## config.mk

```make
export PLATFORM = sky130hd
export DESIGN_NAME = uart_tx_arbiter
export DESIGN_NICKNAME = d
export VERILOG_FILES = /design/src/rtl/uart_tx_arbiter.sv
export SDC_FILE = /design/constraint.sdc
export NUM_CORES = 1
export LEC_CHECK = 0
export BUFFER_PORTS_ARGS = -buffer_cell sky130_fd_sc_hd__buf_2
export CELL_PAD_IN_SITES_DETAIL_PLACEMENT = 1
export CELL_PAD_IN_SITES_GLOBAL_PLACEMENT = 2
export CORE_MARGIN = 2
export CORE_UTILIZATION = 26
export CTS_BUF_LIST = sky130_fd_sc_hd__clkbuf_16
export CTS_CLUSTER_SIZE = 20
export DETAILED_ROUTE_END_ITERATION = 8
export PLACE_DENSITY = 0.74
export SLEW_MARGIN = 30
export SYNTH_ARGS = -nofsm -noshare
export SYNTH_HDL_FRONTEND = slang
export SYNTH_SLANG_ARGS = --single-unit
```

## constraint.sdc

```tcl
create_clock -name clk_i -period 2 [get_ports clk_i]
set_clock_uncertainty 0.1 [all_clocks]
set_input_delay 0.4 -clock clk_i [delete_from_list [all_inputs] [get_ports clk_i]]
set_output_delay 0.4 -clock clk_i [all_outputs]
set_load 0.05 [all_outputs]
```

## src/rtl/uart_tx_arbiter.sv

```systemverilog
// uart_tx_arbiter: programs the UART, then round-robins NUM_REQ byte streams onto its single transmitter
module uart_tx_arbiter #(
    parameter int          NUM_REQ   = 2,
    parameter logic [31:0] UART_BASE = 32'h0,
    parameter logic [31:0] CTRL_INIT = 32'h3,
    parameter logic [31:0] BAUD_DIV  = 32'h1B8,
    parameter logic [15:0] BUSY_TMO  = 16'hFFFF,
    parameter logic [15:0] LOCK_TMO  = 16'd1024
) (
    input  logic                 clk_i,
    input  logic                 n_rst_i,
    input  logic [NUM_REQ-1:0]   req_valid_i,
    input  logic [8*NUM_REQ-1:0] req_data_i,
    input  logic [NUM_REQ-1:0]   req_lock_i,
    output logic [NUM_REQ-1:0]   req_ready_o,
    output logic [NUM_REQ-1:0]   grant_o,
    output logic                 err_o,
    output logic                 uart_ce_o,
    output logic                 uart_we_o,
    output logic [3:0]           uart_sel_o,
    output logic [31:0]          uart_addr_o,
    output logic [31:0]          uart_txdata_o,
    input  logic [31:0]          uart_rxdata_i
);
    localparam int PW = NUM_REQ > 2 ? 2 : 1;
    typedef enum logic [2:0] {INIT_CTRL, INIT_BAUD, IDLE, POLL, WRITE, SETTLE} state_t;
    state_t state;
    logic [PW-1:0] rr_ptr, owner, win, start;
    logic locked, cap_lock, found, expired, busy, done;
    logic [7:0] cap_byte;
    logic [15:0] busy_cnt, lock_cnt;

    function automatic logic [PW-1:0] wrap(input int v);
        return PW'(v % NUM_REQ);
    endfunction

    assign busy = |(uart_rxdata_i & 32'h1);
    assign expired = locked && !req_valid_i[owner] && lock_cnt >= LOCK_TMO - 16'd1;
    assign start = expired ? wrap(int'(owner) + 1) : rr_ptr;
    assign done = state == POLL && (!busy || busy_cnt == BUSY_TMO);

    // an expiring lock no longer restricts eligibility in the same cycle
    always_comb begin
        found = 1'b0;
        win = owner;
        if (locked && !expired)
            found = req_valid_i[owner];
        else
            for (int i = NUM_REQ - 1; i >= 0; i--)
                if (req_valid_i[wrap(int'(start) + i)]) begin
                    found = 1'b1;
                    win = wrap(int'(start) + i);
                end
    end

    always_ff @(posedge clk_i or negedge n_rst_i) begin
        if (!n_rst_i) begin
            state <= INIT_CTRL;
            rr_ptr <= '0;
            owner <= '0;
            locked <= 1'b0;
            cap_lock <= 1'b0;
            cap_byte <= '0;
            busy_cnt <= '0;
            lock_cnt <= '0;
            req_ready_o <= '0;
            grant_o <= '0;
            err_o <= 1'b0;
            uart_ce_o <= 1'b0;
            uart_we_o <= 1'b0;
            uart_sel_o <= '0;
            uart_addr_o <= '0;
            uart_txdata_o <= '0;
        end else begin
            uart_ce_o <= 1'b0;
            uart_we_o <= 1'b0;
            uart_sel_o <= '0;
            uart_addr_o <= '0;
            uart_txdata_o <= '0;
            req_ready_o <= '0;
            case (state)
                // ce still low means the CTRL write has not been issued yet
                INIT_CTRL: begin
                    uart_ce_o <= 1'b1;
                    uart_we_o <= 1'b1;
                    uart_sel_o <= 4'hF;
                    uart_addr_o <= UART_BASE | (uart_ce_o ? 32'h8 : 32'h0);
                    uart_txdata_o <= uart_ce_o ? BAUD_DIV : CTRL_INIT;
                    if (uart_ce_o) state <= INIT_BAUD;
                end
                INIT_BAUD: state <= IDLE;
                IDLE: begin
                    lock_cnt <= (locked && !found && !expired) ? lock_cnt + {15'd0, lock_cnt != 16'hFFFF} : '0;
                    if (expired) begin
                        locked <= 1'b0;
                        rr_ptr <= start;
                        grant_o <= '0;
                    end
                    if (found) begin
                        state <= POLL;
                        owner <= win;
                        cap_byte <= req_data_i[8*win +: 8];
                        cap_lock <= req_lock_i[win];
                        grant_o <= NUM_REQ'(1) << win;
                        uart_ce_o <= 1'b1;
                        uart_sel_o <= 4'hF;
                        uart_addr_o <= UART_BASE | 32'h4;
                    end
                end
                POLL: begin
                    busy_cnt <= done ? '0 : busy_cnt + {15'd0, busy_cnt != 16'hFFFF};
                    if (!busy) begin
                        state <= WRITE;
                        uart_ce_o <= 1'b1;
                        uart_we_o <= 1'b1;
                        uart_sel_o <= 4'hF;
                        uart_addr_o <= UART_BASE | 32'hC;
                        uart_txdata_o <= {24'h0, cap_byte};
                    end else if (!done) begin
                        uart_ce_o <= 1'b1;
                        uart_sel_o <= 4'hF;
                        uart_addr_o <= UART_BASE | 32'h4;
                    end else begin
                        state <= SETTLE;
                        err_o <= 1'b1;
                    end
                    if (done) begin
                        req_ready_o <= NUM_REQ'(1) << owner;
                        locked <= cap_lock;
                        if (!cap_lock) rr_ptr <= wrap(int'(owner) + 1);
                    end
                end
                WRITE: state <= SETTLE;
                SETTLE: begin
                    state <= IDLE;
                    if (!locked) grant_o <= '0;
                end
                default: state <= INIT_CTRL;
            endcase
        end
    end
endmodule

```

==> results of run 1 <==
## synthesized netlist by cell type, types with 2 or more instances
library cell	count
and2_1	2
or3_1	3
xor2_1	15
and4_1	6
nand4_1	9
ha_1	4
nor2_1	50
o21bai_1	2
nand3_1	17
a31oi_1	13
dfrtp_1	65
buf_2	5
xnor2_1	4
a21o_1	7
a21oi_1	13
nand3b_1	2
nor3_1	3
nor4b_1	2
nand2_1	27
nor4_1	2
o21ai_0	24
a211oi_1	2
a22o_1	3
buf_4	58
inv_1	5
clkbuf_1	4
or2_2	2
nor4_4	2
and3_1	6
## worst max path at each step
stage,slack (ns),end,depth (start not counted),from
2_1_floorplan,-0.09,lock_cnt[6]$_DFFE_PN0P_,9,lock_cnt[9]$_DFFE_PN0P_
3_3_place_gp,-0.12,lock_cnt[6]$_DFFE_PN0P_,9,lock_cnt[9]$_DFFE_PN0P_
3_5_place_dp,-0.19,lock_cnt[6]$_DFFE_PN0P_,9,lock_cnt[9]$_DFFE_PN0P_
4_1_cts,-0.14,lock_cnt[8]$_DFFE_PN0P_,10,lock_cnt[9]$_DFFE_PN0P_
5_1_grt,-0.29,lock_cnt[6]$_DFFE_PN0P_,9,lock_cnt[8]$_DFFE_PN0P_
6_report,-0.19,lock_cnt[6]$_DFFE_PN0P_,9,lock_cnt[8]$_DFFE_PN0P_
## tightest hold or removal path, stage by stage
cell and delay [ns]:
buf_2 0.10, nand3_1 0.05, a31oi_1 0.07
## routing by layer
layer	share of wire	up-vias	wire [um]
met3	0.038	11	357
met5	0	-	0
met1	0.45	1415	4240
met2	0.49	72	4670
li1	-	1408	-
met4	0.020	0	187
## repair_timing
| item | CTS | global route |
|---|---|---|
| endpoints found under the setup margin | 27 | 37 |
| hold buffers | 1 | 0 |
| resized for setup | 10 | 27 |
| setup buffers | 3 | 5 |
| pin swaps | 10 | 23 |
| endpoints found under the hold margin | 13 | 0 |
## layout make-up
cell class                      count  area (um^2)  area share
Multi-Input combinational cell    290         1850       0.395
Timing Repair Buffer              107          733       0.156
Sequential cell                    65         1630       0.347
Clock buffer                        9          225      0.0480
Clock inverter                      4         16.3     0.00347
Inverter                            5         18.8     0.00400
Tap cell                          176          220      0.0469
## cell families (layout without fill, tap and decap cells)
family | count (synthesis) | after routing
flip-flops | 65 | 65
adder cells (fa/ha/maj) | 4 | 4
AO/OA/AOI/OAI | 72 | 72
AND/OR/NAND/NOR | 140 | 140
buffers and inverters | 74 | 125
multiplexers | 2 | 2
XOR/XNOR | 19 | 19
other | 1 | 53
## metrics by stage
step	power, uW	setup WS [ns]	setup TNS (ns)
2_1_floorplan	3770	-0.0907	-0.101
3_3_place_gp	4360	-0.124	-0.588
6_report	5890	-0.190	-1.14
3_5_place_dp	4420	-0.191	-1.35
4_1_cts	5880	-0.140	-0.901
5_1_grt	6270	-0.294	-4.02
## flip-flops by register name, summed over array words and instances, names as in the netlist
signal / cells
state: 3
uart_sel_o: 1
rr_ptr: 1
uart_addr_o: 2
cap_lock: 1
err_o: 1
uart_txdata_o: 9
owner: 1
uart_we_o: 1
req_ready_o: 2
cap_byte: 8
lock_cnt: 16
grant_o: 2
busy_cnt: 16
locked: 1
## power by group
| group | switching [uW] | internal (uW) | total (uW) |
|---|---|---|---|
| combinational | 1840 | 894 | 2730 |
| sequential | 203 | 1630 | 1830 |
| clock | 535 | 799 | 1330 |
| total | 2570 | 3320 | 5890 |
==> summary.md, run 1 <==
| Metric | Value |
|---|---|
| Placed Instance Area | `roughly 4200 um^2` |
| Post-synthesis cell count | `around 380` |
| Worst-Skew Late Latency | `0.34 ns` |
| Hold WS | `0.226 ns` |
| # fillers | `1608` |
| Worst-path fanout max | `3` |
| Arrival @ worst endpoint | `approximately 2.4 ns` |
| DP HPWL | `6870 um` |
| Yosys cell types | `slightly below 50` |
| Worst Hold End | `cap_byte[3]$_DFFE_PN0P_` |
| Ant diodes | `0` |
| Status | `finished, violations left` |
| MaxCap Viol Count | `0` |
| Hold Fails Final Rpt | `0` |
| CTS tree | `built` |
| DR iter-0 viols | `97` |
| IO Port Bufs | `44` |
| Layout overhead on the synthesized area | `31.1%` |
| Power Density | `1260 nW/um^2` |
| Vias per inst | `between 4 and 5` |
| Multiplexer share of the synthesized area | `0.00594` |
| Largest family of logic cells by synthesized area | `simple AND/OR/NAND/NOR gates` |
| Launch point of the worst hold path | `req_data_i[11]` |
| CTS sink cnt | `between 60 and 70` |
| Worst setup SP type | `register` |
| Leading area contributor after synthesis | `dfrtp_1` |
| Drc violations | `0` |
| Via count | `2906` |
| Final worst slack | `-0.190 ns` |
| Adder-Cell Fraction of Synth Area | `0.0140` |
| Reg2reg setup slack | `-0.19 ns` |
| # rows | `42` |
| Final period utilization | `1.09` |
| Gr usage total | `0.134` |
| Number of I/O pins | `about 130` |
| Crit-path max cell delay | `around 0.43 ns` |
| RSZ-0062 raised after global routing | `true` |
| Vias in the first global route | `~3000` |
| Critical Path, Cell by Cell | `and2_4 -> and4_4 -> and3_4 -> nand4_1 -> ha_4 -> ha_4 -> nand4_1 -> or3_4 -> a21oi_2` |
| Final setup violation count | `12` |
| Leakage Power | `between 0.002 and 0.0025 uW` |
| Finished Cell Area | `between 4000 and 5000 um^2` |
| Share of layout cells above drive strength 1 | `0.325` |
| Num CTS Buffers | `9` |
| Area of the die | `14700 um^2` |
| Pre-Repair DR Iteration Count | `4` |
| Share of synthesized cell area in and, or, nand and nor gates | `0.207` |
| CP Buf/Inv Count | `0` |
| Avg WL per Cell | `14.4 um` |
| Delay-heaviest family, CP | `simple AND/OR/NAND/NOR gates` |
| Crit path required time | `2.17 ns` |
| Met3 Use GR | `0.0244` |
| Gpl congestion | `0.816` |
| Most common library cell in the layout ignoring fill and taps | `dfrtp_1` |
| Maximum clock frequency | `457 MHz` |
| Global-route wire length before repair | `roughly 15000 um` |
| GRT met2 Usage | `0.225` |
| ANT nets after route | `0` |
| Final min period | `2.19 ns` |
| Final WL | `about 9500 um` |
| Largest net degree at the start of global routing | `66` |
| Met1 Use GR | `0.167` |
| Origin of the critical flop-to-flop path | `lock_cnt[8]$_DFFE_PN0P_` |
| Compound-cell area share of the yosys netlist | `0.128` |
| XOR/XNOR Fraction of Synth Area | `0.0465` |
| Critical R2R Capture | `lock_cnt[6]$_DFFE_PN0P_` |
| H-tree levels | `3` |
| Starting Density | `0.268` |
| Final nets | `~540` |
| Crit path capture type | `register` |
| VDD IR-drop max | `around 0.00070 V` |
| Asr flop ratio synth | `1.00` |
| Post-synthesis sequential area ratio | `0.455` |
| Hold Crit Class | `input pin to register` |
| Synthesized cell area | `3580 um^2` |
| Clock Tree Root | `clkbuf_16` |
| Synth warn | `0` |
| Failing checks | `setup timing` |
| CP max-delay cell | `or3_4` |
| Post-Syn Area per Cell | `roughly 9.5 um^2` |
| Clock Path Buffers | `2` |
| Worst-path clk slew | `roughly 0.05 ns` |
| Synth area leaders | `dfrtp_1, buf_4, nor2_1, xor2_1, o21ai_0` |
| Crit Path Category | `register to register` |
| Worst reg-to-reg path cell count | `9` |
| Post-synth EDFFs | `0` |
| Core ar. | `13300 um^2` |
| Most frequent cells in the layout | `dfrtp_1, buf_4, conb_1` |
| Non-filler cells, final | `656` |
| Worst hold stages | `3` |
| Die Span Y | `121 um` |
| Synth Register Bits | `65` |
| Initial antenna violation count | `0` |
| Die width | `between 100 and 150 um` |
| Area fraction of the dominant cell type after synthesis | `0.455` |
| Ys flop type | `dfrtp_1` |
| Remaining global-route overflow | `0` |
| Slew Limit Fails | `0` |
| Placed insts | `between 600 and 700` |
| GRT busiest layer | `met2` |
| Final core occ | `0.351` |
Note: power is estimated with default switching activity, not from simulation.
==> run 2, diff against run 1 <==
CORE_UTILIZATION = 29   (was 26)
PLACE_DENSITY = 0.78   (was 0.74)
clock period = 2.3 ns   (was 2 ns; I/O delays follow)
==> summary.md, run 2 (synthesized netlist as in run 1, its figures left out) <==
| Metric | Value |
|---|---|
| Status | `finished, final reports clean` |
| Crit Path Category | `register to register` |
| IO Port Bufs | `44 (unchanged)` |
| Leakage Power | `0.00208 uW (-10%)` |
| Num CTS Buffers | `9 (unchanged)` |
| Ant diodes | `0 (unchanged)` |
| Worst reg-to-reg path cell count | `11 (+2)` |
| H-tree levels | `3 (unchanged)` |
| Avg WL per Cell | `14.7 um (+2.2%)` |
| Final nets | `497 (-7.3%)` |
| Most frequent cells in the layout | `dfrtp_1, conb_1, nor2_1` |
| Slew Limit Fails | `0 (unchanged)` |
| Core ar. | `12000 um^2 (-10%)` |
| Via count | `2782 (-4.3%)` |
| Vias in the first global route | `2902 (-4.7%)` |
| Total Power | `5090 uW (-14%)` |
| DR iter-0 viols | `100 (+3.1%)` |
| Net Sw Frac | `0.424 (-0.0131)` |
| # rows | `40 (-4.8%)` |
| Vias per inst | `4.72 (+6.4%)` |
| Critical R2R Capture | `lock_cnt[12]$_DFFE_PN0P_` |
| Final worst slack | `0.108 ns (+0.298 ns)` |
| Placed Instance Area | `3860 um^2 (-8.0%)` |
| Sequential share of power | `0.317 (+0.007)` |
| Origin of the critical flop-to-flop path | `lock_cnt[9]$_DFFE_PN0P_` |
| Final min period | `2.19 ns (+0.00220 ns)` |
| VDD IR-drop max | `0.000965 V (+37%)` |
| Hold Fails Final Rpt | `0 (unchanged)` |
| Worst-Skew Late Latency | `0.33 ns (about the same)` |
| Clock Path Buffers | `2 (unchanged)` |
| Crit path capture type | `register` |
| Internal power | `2930 uW (-12%)` |
| Worst-path fanout max | `4 (+1)` |
| Layout overhead on the synthesized area | `18.4%` |
| Reg2reg setup slack | `0.11 ns (+0.30 ns)` |
| CTS sink cnt | `65 (unchanged)` |
| Pre-CTS WS | `-0.0184 ns (+0.173 ns)` |
| Global-route wire length before repair | `14200 um (-6.5%)` |
| CTS tree | `built` |
| Clock Tree Root | `clkbuf_16` |
| RSZ-0062 raised after global routing | `true` |
| Maximum clock frequency | `456 MHz (-0.10%)` |
| Arrival @ worst endpoint | `2.31 ns (-0.05 ns)` |
| Worst setup SP type | `register` |
| ANT nets after route | `0 (unchanged)` |
| Largest net degree at the start of global routing | `66 (unchanged)` |
| Starting Density | `0.298 (+0.0298)` |
| Crit path required time | `2.42 ns (+0.25 ns)` |
| Net switching power | `2160 uW (-16%)` |
| Power Density | `1200 nW/um^2 (-4.3%)` |
| Biggest regs | `busy_cnt (16), lock_cnt (16), uart_txdata_o (9)` |
| Worst slew margin | `0.516` |
| Most common library cell in the layout ignoring fill and taps | `dfrtp_1` |
| Final setup violation count | `0 (-12)` |
| Final core occ | `0.353 (+0.00118)` |
| Hold Crit Class | `input pin to asynchronous set/reset pin` |
| Pre-Repair DR Iteration Count | `4 (unchanged)` |
| Area of the die | `13200 um^2 (-10%)` |
| Clock share of power | `0.275 (+0.049)` |
| DP HPWL | `6320 um (-8.1%)` |
| Initial antenna violation count | `0 (unchanged)` |
| Final WL | `8690 um (-8.1%)` |
| Tightest Pin Transition | `0.723 ns` |
| Gr usage total | `0.139 (+0.00558)` |
| Worst-path clk slew | `0.05 ns (about the same)` |
| Gpl congestion | `0.749 (-8.2%)` |
| Number of I/O pins | `129 (unchanged)` |
| MaxCap Viol Count | `0 (unchanged)` |
| # fillers | `1412 (-12%)` |
| Hold-fix buffers, CTS | `0 (-1)` |
| Drc violations | `0 (unchanged)` |
| Share of layout cells above drive strength 1 | `0.223 (-0.102)` |
| Die Span Y | `115 um (-5.1%)` |
| Remaining global-route overflow | `0 (unchanged)` |
| Comb pwr share | `0.408 (-0.055)` |
| Final period utilization | `0.953 (-0.142)` |
| Die width | `115 um (-5.1%)` |
| Finished Cell Area | `4240 um^2 (-9.7%)` |
==> run 2: layout make-up <==
cell class / instances / area, um^2 / share of cell area
multi-input combinational: 290 / 1690 / 0.400
sequential: 65 / 1630 / 0.384
timing repair buffer: 68 / 413 / 0.0975
clock buffer: 9 / 225 / 0.0532
tap: 147 / 184 / 0.0434
clock inverter: 6 / 75.1 / 0.0177
inverter: 5 / 18.8 / 0.00443
==> run 2: worst max path at each step <==
stage                     depth (start not counted)  slack [ns]                  endpoint                    start
final                                            11        0.11  lock_cnt[12]$_DFFE_PN0P_  lock_cnt[9]$_DFFE_PN0P_
after CTS                                        11       0.004  lock_cnt[12]$_DFFE_PN0P_  lock_cnt[9]$_DFFE_PN0P_
after detailed placement                         11       -0.02  lock_cnt[12]$_DFFE_PN0P_  lock_cnt[9]$_DFFE_PN0P_
after floorplan                                  10        0.09   lock_cnt[8]$_DFFE_PN0P_  lock_cnt[8]$_DFFE_PN0P_
after global placement                           11        0.03  lock_cnt[12]$_DFFE_PN0P_  lock_cnt[9]$_DFFE_PN0P_
after global routing                             11       -0.05   lock_cnt[7]$_DFFE_PN0P_  lock_cnt[9]$_DFFE_PN0P_
==> run 2: power by group through the flow <==
stage	Clock, uW	Sequential, uW	Combinational (uW)
floorplan	0	1910	1360
global placement	0	1620	2020
detailed placement	0	1630	2070
CTS	1440	1620	2080
global route	1490	1650	2280
finish	1400	1610	2080
==> run 2: metal layers <==
metal	wire length, um	track usage
met1	3940	0.180
met2	4200	0.225
met3	352	0.0185
met4	197	0.0779
met5	0	0
==> run 2: metrics by stage <==
stage               hold WS, ns  instances  setup TNS [ns]
floorplan                0.0644        429               0
global placement          0.357        572               0
detailed placement        0.367        572         -0.0184
CTS                      0.0672        588               0
global route             0.0792        590          -0.221
finish                   0.0473        590               0
==> run 2: timing repair <==
item	in CTS	in global routing
cloned	0	0
setup endpoints to repair	2	10
pin swaps	2	4
setup buffers	1	2
resized for setup	1	9
==> run 2: worst max-delay path, stage by stage (launching register included) <==
cell and delay [ns]:
dfrtp_1 0.35, and2_4 0.15, and4_1 0.18, and3_4 0.19, nand4_1 0.12, ha_2 0.24
ha_4 0.16, nand4_1 0.13, nor2_1 0.07, buf_4 0.16, a41oi_2 0.18, nor2_1 0.06
